**src/rtl/pat_pkg.sv**
```systemverilog
// Shared widths and loader FSM states for the PAT core.
// Imported by the instruction-memory loader and its line packer.
package pat_pkg;

  localparam int DEF_I_ADR_WIDTH   = 10;
  localparam int DEF_I_WIDTH       = 20;
  localparam int DEF_I_BUFFER_SIZE = 2;

  typedef enum logic [1:0] {
    IDLE  = 2'd0,
    LOAD  = 2'd1,
    FLUSH = 2'd2,
    RUN   = 2'd3
  } state_t;

endpackage

```
**src/rtl/imem_line_packer.sv**
```systemverilog
// Packs accepted instructions into buffer lines, lane by lane.
// Flags a finished line on the last lane or the final instruction.
module imem_line_packer
  import pat_pkg::*;
#(
  parameter int I_WIDTH       = DEF_I_WIDTH,
  parameter int I_BUFFER_SIZE = DEF_I_BUFFER_SIZE
) (
  input  logic                             clk,
  input  logic                             reset,
  input  logic                             clear,
  input  logic                             accept,
  input  logic                             last,
  input  logic [I_WIDTH-1:0]               data,
  output logic [I_BUFFER_SIZE*I_WIDTH-1:0] line,
  output logic                             line_done
);

  localparam int LW =
    (I_BUFFER_SIZE > 1) ? $clog2(I_BUFFER_SIZE) : 1;
  localparam int LINE_W = I_BUFFER_SIZE * I_WIDTH;
  localparam logic [LW-1:0] LAST_LANE =
    LW'(I_BUFFER_SIZE - 1);

  logic [LW-1:0]     lane;
  logic [LINE_W-1:0] buf_q;

  // merge the incoming instruction into its lane of the open line
  always_comb begin
    line = buf_q;
    for (int j = 0; j < I_BUFFER_SIZE; j++) begin
      if (accept && lane == LW'(j)) begin
        line[j*I_WIDTH +: I_WIDTH] = data;
      end
    end
  end

  assign line_done = accept && (lane == LAST_LANE || last);

  // a completed line restarts from an all-zero buffer so
  // lanes never filled in a short final line read as zero
  always_ff @(posedge clk) begin
    if (reset || clear) begin
      lane  <= '0;
      buf_q <= '0;
    end else if (line_done) begin
      lane  <= '0;
      buf_q <= '0;
    end else if (accept) begin
      lane  <= lane + LW'(1);
      buf_q <= line;
    end
  end

endmodule

```
**src/rtl/imem_loader.sv**
```systemverilog
// Streams host instructions into the instruction buffer, line by line,
// holding the PAT core in reset until the program is loaded.
module imem_loader
  import pat_pkg::*;
#(
  parameter int I_ADR_WIDTH   = DEF_I_ADR_WIDTH,
  parameter int I_WIDTH       = DEF_I_WIDTH,
  parameter int I_BUFFER_SIZE = DEF_I_BUFFER_SIZE
) (
  input  logic                             clk,
  input  logic                             reset,
  input  logic                             load_start,
  input  logic [I_ADR_WIDTH-1:0]           load_base,
  input  logic [I_ADR_WIDTH:0]             load_count,
  input  logic                             in_valid,
  input  logic [I_WIDTH-1:0]               in_data,
  output logic                             in_ready,
  output logic [I_ADR_WIDTH-1:0]           imem_write_adr,
  output logic                             imem_write,
  output logic [I_BUFFER_SIZE*I_WIDTH-1:0] imem_in,
  output logic                             core_reset,
  output logic                             busy,
  output logic                             done
);

  localparam int AW     = I_ADR_WIDTH;
  localparam int LINE_W = I_BUFFER_SIZE * I_WIDTH;

  state_t state, state_nxt;

  logic [AW:0]       cnt_q;
  logic [AW:0]       acc_q;
  logic [AW:0]       acc_inc;
  logic [AW-1:0]     line_adr;
  logic              accept;
  logic              last;
  logic              start_load;
  logic              zero_load;
  logic [LINE_W-1:0] line;
  logic              line_done;

  assign accept  = in_valid && in_ready;
  assign acc_inc = acc_q + (AW+1)'(1);
  assign last    = accept && (acc_inc == cnt_q);

  imem_line_packer #(
    .I_WIDTH       (I_WIDTH),
    .I_BUFFER_SIZE (I_BUFFER_SIZE)
  ) u_packer (
    .clk       (clk),
    .reset     (reset),
    .clear     (start_load),
    .accept    (accept),
    .last      (last),
    .data      (in_data),
    .line      (line),
    .line_done (line_done)
  );

  // next state; a start is honoured only from IDLE or RUN
  always_comb begin
    state_nxt  = state;
    start_load = 1'b0;
    zero_load  = 1'b0;
    unique case (state)
      IDLE, RUN: begin
        if (load_start) begin
          if (load_count != '0) begin
            state_nxt  = LOAD;
            start_load = 1'b1;
          end else begin
            state_nxt = RUN;
            zero_load = 1'b1;
          end
        end
      end
      LOAD: begin
        if (last) state_nxt = FLUSH;
      end
      FLUSH: state_nxt = RUN;
      default: state_nxt = IDLE;
    endcase
  end

  // state, load bookkeeping and registered outputs
  always_ff @(posedge clk) begin
    if (reset) begin
      state          <= IDLE;
      cnt_q          <= '0;
      acc_q          <= '0;
      line_adr       <= '0;
      in_ready       <= 1'b0;
      imem_write     <= 1'b0;
      imem_write_adr <= '0;
      imem_in        <= '0;
      core_reset     <= 1'b1;
      busy           <= 1'b0;
      done           <= 1'b0;
    end else begin
      state <= state_nxt;
      if (start_load) begin
        cnt_q    <= load_count;
        acc_q    <= '0;
        line_adr <= load_base;
      end else begin
        if (accept) acc_q <= acc_inc;
        if (line_done) line_adr <= line_adr + AW'(1);
      end
      imem_write <= line_done;
      if (line_done) begin
        imem_in        <= line;
        imem_write_adr <= line_adr;
      end
      in_ready   <= (state_nxt == LOAD);
      busy       <= (state_nxt == LOAD) ||
                    (state_nxt == FLUSH);
      core_reset <= (state_nxt != RUN);
      done       <= (state == FLUSH) || zero_load;
    end
  end

endmodule

```
**config.mk**
```make
export PLATFORM = sky130hd
export DESIGN_NAME = imem_loader
export DESIGN_NICKNAME = d
export VERILOG_FILES = /design/src/rtl/pat_pkg.sv /design/src/rtl/imem_line_packer.sv /design/src/rtl/imem_loader.sv
export SDC_FILE = /design/constraint.sdc
export NUM_CORES = 1
export LEC_CHECK = 0
export ABC_AREA = 1
export CAP_MARGIN = 20
export CORE_ASPECT_RATIO = 0.6
export CORE_MARGIN = 2
export CORE_UTILIZATION = 47
export DETAILED_ROUTE_END_ITERATION = 8
export GPL_TIMING_DRIVEN = 1
export PLACE_DENSITY_LB_ADDON = 0.3
export SETUP_SLACK_MARGIN = 0.05
export SYNTH_ARGS = -nofsm -noshare
export SYNTH_HDL_FRONTEND = slang
export SYNTH_SLANG_ARGS = --single-unit
```
**constraint.sdc**
```tcl
create_clock -name clk -period 1.9 [get_ports clk]
set_input_delay 0.38 -clock clk [delete_from_list [all_inputs] [get_ports clk]]
set_output_delay 0.38 -clock clk [all_outputs]
set_load 0.01 [all_outputs]
```
After elaboration in Yosys (flattened, before gate mapping)
Cells that the tools add are included.
- flip-flop bits (word level): 130
- logic and storage cells: 53
- bits of input ports: 45
- reductions and logical operators: 15
- bitwise operators: 1
- add/subtract/negate cells: 3
- eq/ne operators: 7
- multiplexer cells: 14
- operator list (cell ; number):
    20-bit two-way mux ; 2
    10-bit two-way mux ; 2
    11-bit by 1-bit adder with 11-bit output (second input constant) ; 1
    11-bit == test ; 1
    11-bit nonzero test ; 1
    10-bit by 1-bit adder with 10-bit output (second input constant) ; 1
    2-bit == test (second input constant) ; 3
    1-bit two-way mux ; 6
    2-bit two-way mux ; 3
    2-bit one-hot mux with 3 select lines ; 1
    2-bit OR reduction ; 3
    1-bit logical AND ; 5
    2-bit by 1-bit == test with 1-bit output (second input constant) ; 2
    1-bit logical OR ; 4
    2-bit zero test ; 1
    2-bit inequality test (second input constant) ; 1
    2-bit nonzero test ; 1
    1-bit adder (second input constant) ; 1
    1-bit NOT ; 1

Longest topological paths before layout
- word-level depth: 7
- depth in mapped cells: 18
- depth with buffers taken out: 18

Hierarchy
Synthesis repeated with hierarchy kept, for this count alone.
- cells, all modules: 855
- area, all modules: 5869.4 µm²
- modules (own cells, without submodules) (module ; area an instance (µm²) ; cells an instance ; times used ; sequential area each (µm²)):
    imem_loader ; 3870.0 ; 528 ; 1 ; 1781.7
    imem_line_packer ; 1999.4 ; 327 ; 1 ; 820.8

Least setup slack after synthesis
Ideal clock, no wire load.
- path type: flip-flop to flip-flop
- start point: register acc_q[0]
- end point: register busy
- clock period less this slack: 2124 ps
- library setup time: 128 ps
- setup slack: -224 ps
- cell stages (with the launch flop): 18
- data arrival time: 1996 ps
- data required time: 1772 ps
- path buffers: 0
- cells stage by stage: dfxtp_1 ha_1 nand3_1 nor2_1 nand2_1 nand2_1 nand2_1 nand2_1 nand2_1 nor2_2 nand4_4 nand3_1 nand3_1 nand2_1 inv_1 ha_1 inv_1 nor2_1
- cells in the longest elaborated chain, start to end: 7
- RTL lines (what ; RTL line ; text):
    start: declaration ; imem_loader.sv:32 ; logic [AW:0] acc_q;
    start signal: assignment ; imem_loader.sv:106 ; if (accept) acc_q <= acc_inc;
    11-bit by 1-bit adder with 11-bit output * ; imem_loader.sv:43 ; assign acc_inc = acc_q + (AW+1)'(1);
    11-bit == test * ; imem_loader.sv:44 ; assign last = accept && (acc_inc == cnt_q);
    1-bit logical AND * ; imem_loader.sv:44 ;
    2-bit two-way mux * ; imem_loader.sv:78 ; if (last) state_nxt = FLUSH;
    2-bit one-hot mux with 3 select lines * ; imem_loader.sv:65 ; unique case (state)
    2-bit by 1-bit == test with 1-bit output or 2-bit == test (tied branches) ; imem_loader.sv:115, imem_loader.sv:116 ;
    1-bit logical OR * ; imem_loader.sv:115 ; busy <= (state_nxt == LOAD) ||
    end signal: assignment ; imem_loader.sv:115 ;
    end: declaration ; imem_loader.sv:22 ; output logic busy,
Mark *: on every way between the ends. The rest lies on a longest branch, timed or not.
A chain may end at the register's enable or synchronous reset.

Final worst setup path
- start point: register acc_q[0]
- end point: register u_packer.buf_q[15]
- cells in the longest elaborated chain, start to end: 6
- RTL lines (what ; RTL line ; text):
    11-bit by 1-bit adder with 11-bit output ; imem_loader.sv:43 ;
    11-bit == test ; imem_loader.sv:44 ;
    1-bit logical AND ; imem_loader.sv:44 ;
    1-bit logical OR ; imem_line_packer.sv:38 ; assign line_done = accept && (lane == LAST_LANE || last);
    1-bit logical AND ; imem_line_packer.sv:38 ;
    2-bit OR reduction (no source line) ; -- ;
    end signal: assignment ; imem_line_packer.sv:51 ; buf_q <= line;
    end: declaration ; imem_line_packer.sv:26 ; logic [LINE_W-1:0] buf_q;
No other way between the ends.

==> results.toml <==
[sta]
timing.final.crit_share = 1.15
tightest_slew_ns = 0.430
rsz0062_at_grt = "true"
maxSlewViolCount = 0
hold_viol_final = 0
relSlewSlack = 0.710
fin_ws_ns = -0.285
fin_crit_ns = 2.19
skew_ns = 0.0132
setup_viol_count_final = 106
setup_tns_ns = -20.77
fmax_ghz = 0.458

[critical_path]
cp_max_fo = 9
cp-endpoint = "u_packer.buf_q[15]"
cp.required_ns = 2.24
startpoint_type = "flip-flop"
reg2regPathDepth = 15
arrival_ns = 2.53
crit_type = "flip-flop to flip-flop"
startpoint = "acc_q[0]"
reg2reg_slack_ns = -0.29
r2r-end = "u_packer.buf_q[15]"
timing.rr.start = "acc_q[0]"
crit_path_end_kind = "flip-flop"

[placement]
gp_congestion = 0.869
placement.io_buffers = 99
placed_cell_area_um2 = 7100
dpl.hpwl_um = 10800

[yosys]
ys_ff_latch = 130
synth.avg_cell_area_um2 = 8.00
yosys_warnings = 0
syn_area_um2 = 5540
synth_cell_types = 39
synth_fp_nets = 743
yosysSeqAreaShare = 0.470
synthCells = 692

[routing]
wl_per_cell_um = 15.9
drt_iter0_markers = 423
drtAntennaViolNets = 0
routed_wl_um = 16400
first_pass_iters = 5
drc = 0
via_count = 5400
avgViaCountPerCell = 5.25

[global_routing]
busiest_layer = "met2"
grtUsageMet1 = 0.359
grt_max_degree = 44
antenna_found_initial = 0
use_met2 = 0.407
grt_util_all_layers = 0.261
grt_use_met3 = 0.0547
grt_pass1_vias = 5184
grt_pass1_wl_um = 25400
grt-ovfl-total = 0

[die]
ioPinCount = 100
num_rows = 30
die_x_um = 144
coreArea_um2 = 11400
initial_core_util = 0.485
fp.dieArea_um2 = 12700
die_h_um = 88.1

[clocking]
cts_tree = "yes"
cts.sinks = 130
clockBufferDepth = 2
clkLatencyLatePin_ns = 0.43
path_clk_slew_ns = 0.07
hold_buffers = 0
htree_levels = 4
ctsRootBufferMaster = "clkbuf_16"
cts-buffers-inserted = 17

[power_and_ir_drop]
power.total_w = 0.00916
power_density_nw_per_um2 = 1120
peakVddDrop_uv = 583
p_leak_nw = 3.20

[cells_and_area]
design_area_um2 = 8170
post_route_cells_drive_above_1_share = 0.271
diodes = 0
num-nets-final = 906
area_growth_pct = 47.5

[job]
drv_cap = 0

[outcome]
violations = "negative setup slack"
status = "complete, but fails checks"

[worst_hold_path]
worstHoldPathType = "flip-flop to flip-flop"
per-layer routing:
metal / vias up / routed length, um
li1: 2609 / -
met1: 2561 / 7840
met2: 203 / 7350
met3: 27 / 927
met4: 0 / 240
met5: - / 0
flip-flops by register name, indices dropped and copies added (netlist names):
name            cells
imem_in            40
u_packer.lane       1
imem_write_adr     10
imem_write          1
u_packer.buf_q     40
state               2
done                1
cnt_q              11
busy                1
core_reset          1
line_adr           10
acc_q              11
in_ready            1
cell usage in the layout (no fill, tap or decap), types with 20 or more instances in the layout:
master / n
buf_4: 56
dfxtp_1: 125
clkbuf_16: 20
o21ai_1: 47
nand2_1: 88
nand3_1: 22
nor2_1: 81
a21oi_1: 43
o21ai_0: 46
inv_1: 53
clkdlybuf4s50_1: 99
a21oi_2: 48
worst min path at each step:
stage	startpoint	end	slack, ns	depth (start not counted)
floorplan	line_adr[8]	line_adr[8]	0.44	1
detailed placement	line_adr[8]	line_adr[8]	0.45	1
CTS	cnt_q[0]	cnt_q[0]	0.47	2
global route	imem_write_adr[0]	imem_write_adr[0]	0.49	2
global placement	line_adr[8]	line_adr[8]	0.45	1
finish	imem_write_adr[0]	imem_write_adr[0]	0.48	2
cells in the mapped netlist (all sizes together):
cell	number	area share
buf	17	0.032
ha	6	0.014
a21oi	92	0.11
nand3	32	0.031
dfxtp	130	0.47
xor2	4	0.0063
a31oi	2	0.0023
o21ai	95	0.087
mux2i	2	0.0036
nand2	109	0.080
inv	58	0.040
o211ai	1	0.0014
nor4	2	0.0045
nor2	105	0.077
xnor2	2	0.0032
nand3b	5	0.0068
nand4	4	0.0072
o21bai	1	0.0014
clkbuf	18	0.012
o21a	1	0.0014
nor3	4	0.0036
or2	1	0.0011
a211oi	1	0.0014
cell families after synthesis:
| kind of cell | synth area share |
|---|---|
| xor+xnor | 0.00949 |
| fa+ha+maj | 0.0136 |
| simple gates | 0.211 |
| mux | 0.00361 |
| flops | 0.470 |
| compound gates | 0.208 |
| buf+inv | 0.0840 |
worst max-delay path: stages (launching register included):
cell	delay [ns]
dfxtp_4	0.38
buf_4	0.12
inv_1	0.07
nor2_4	0.18
nand2_2	0.10
nand2_2	0.07
nand3_1	0.07
nand3_2	0.10
nor2_4	0.05
nand4_4	0.09
buf_6	0.15
nand2_8	0.10
nor2_4	0.18
clkinv_4	0.13
buf_8	0.16
nor2_1	0.13
metrics by stage:
step                setup slack (ns)  hold slack (ns)  utilization  std cells
floorplan                    -0.0877            0.441            -        692
global placement              -0.388            0.452        0.622        982
detailed placement            -0.410            0.453        0.622        982
CTS                           -0.225            0.472        0.689       1021
global route                  -0.421            0.494        0.716       1028
finish                        -0.285            0.482        0.716       1028
area by class of cell:
| type | count | area, um^2 |
|---|---|---|
| well taps | 160 | 200 |
| flip-flops and latches | 130 | 2620 |
| clock buffers | 18 | 439 |
| repair buffers | 178 | 1800 |
| multi-input cells | 470 | 2720 |
| fillers | 851 | 3240 |
| inverters | 58 | 226 |
| clock inverters | 14 | 169 |
power by group:
group,internal [W],switching [W]
Clock,0.00201,0.00135
Combinational,0.00111,0.00145
Sequential,0.00303,0.000208
Total,0.00615,0.00301
what timing repair did:
item                       CTS  global route
pin swaps                   12             6
buffers inserted             6             2
gates resized for setup     26            52
cloned                       1             5
setup endpoints to repair  107           107
(Power assumes the default switching activity.)
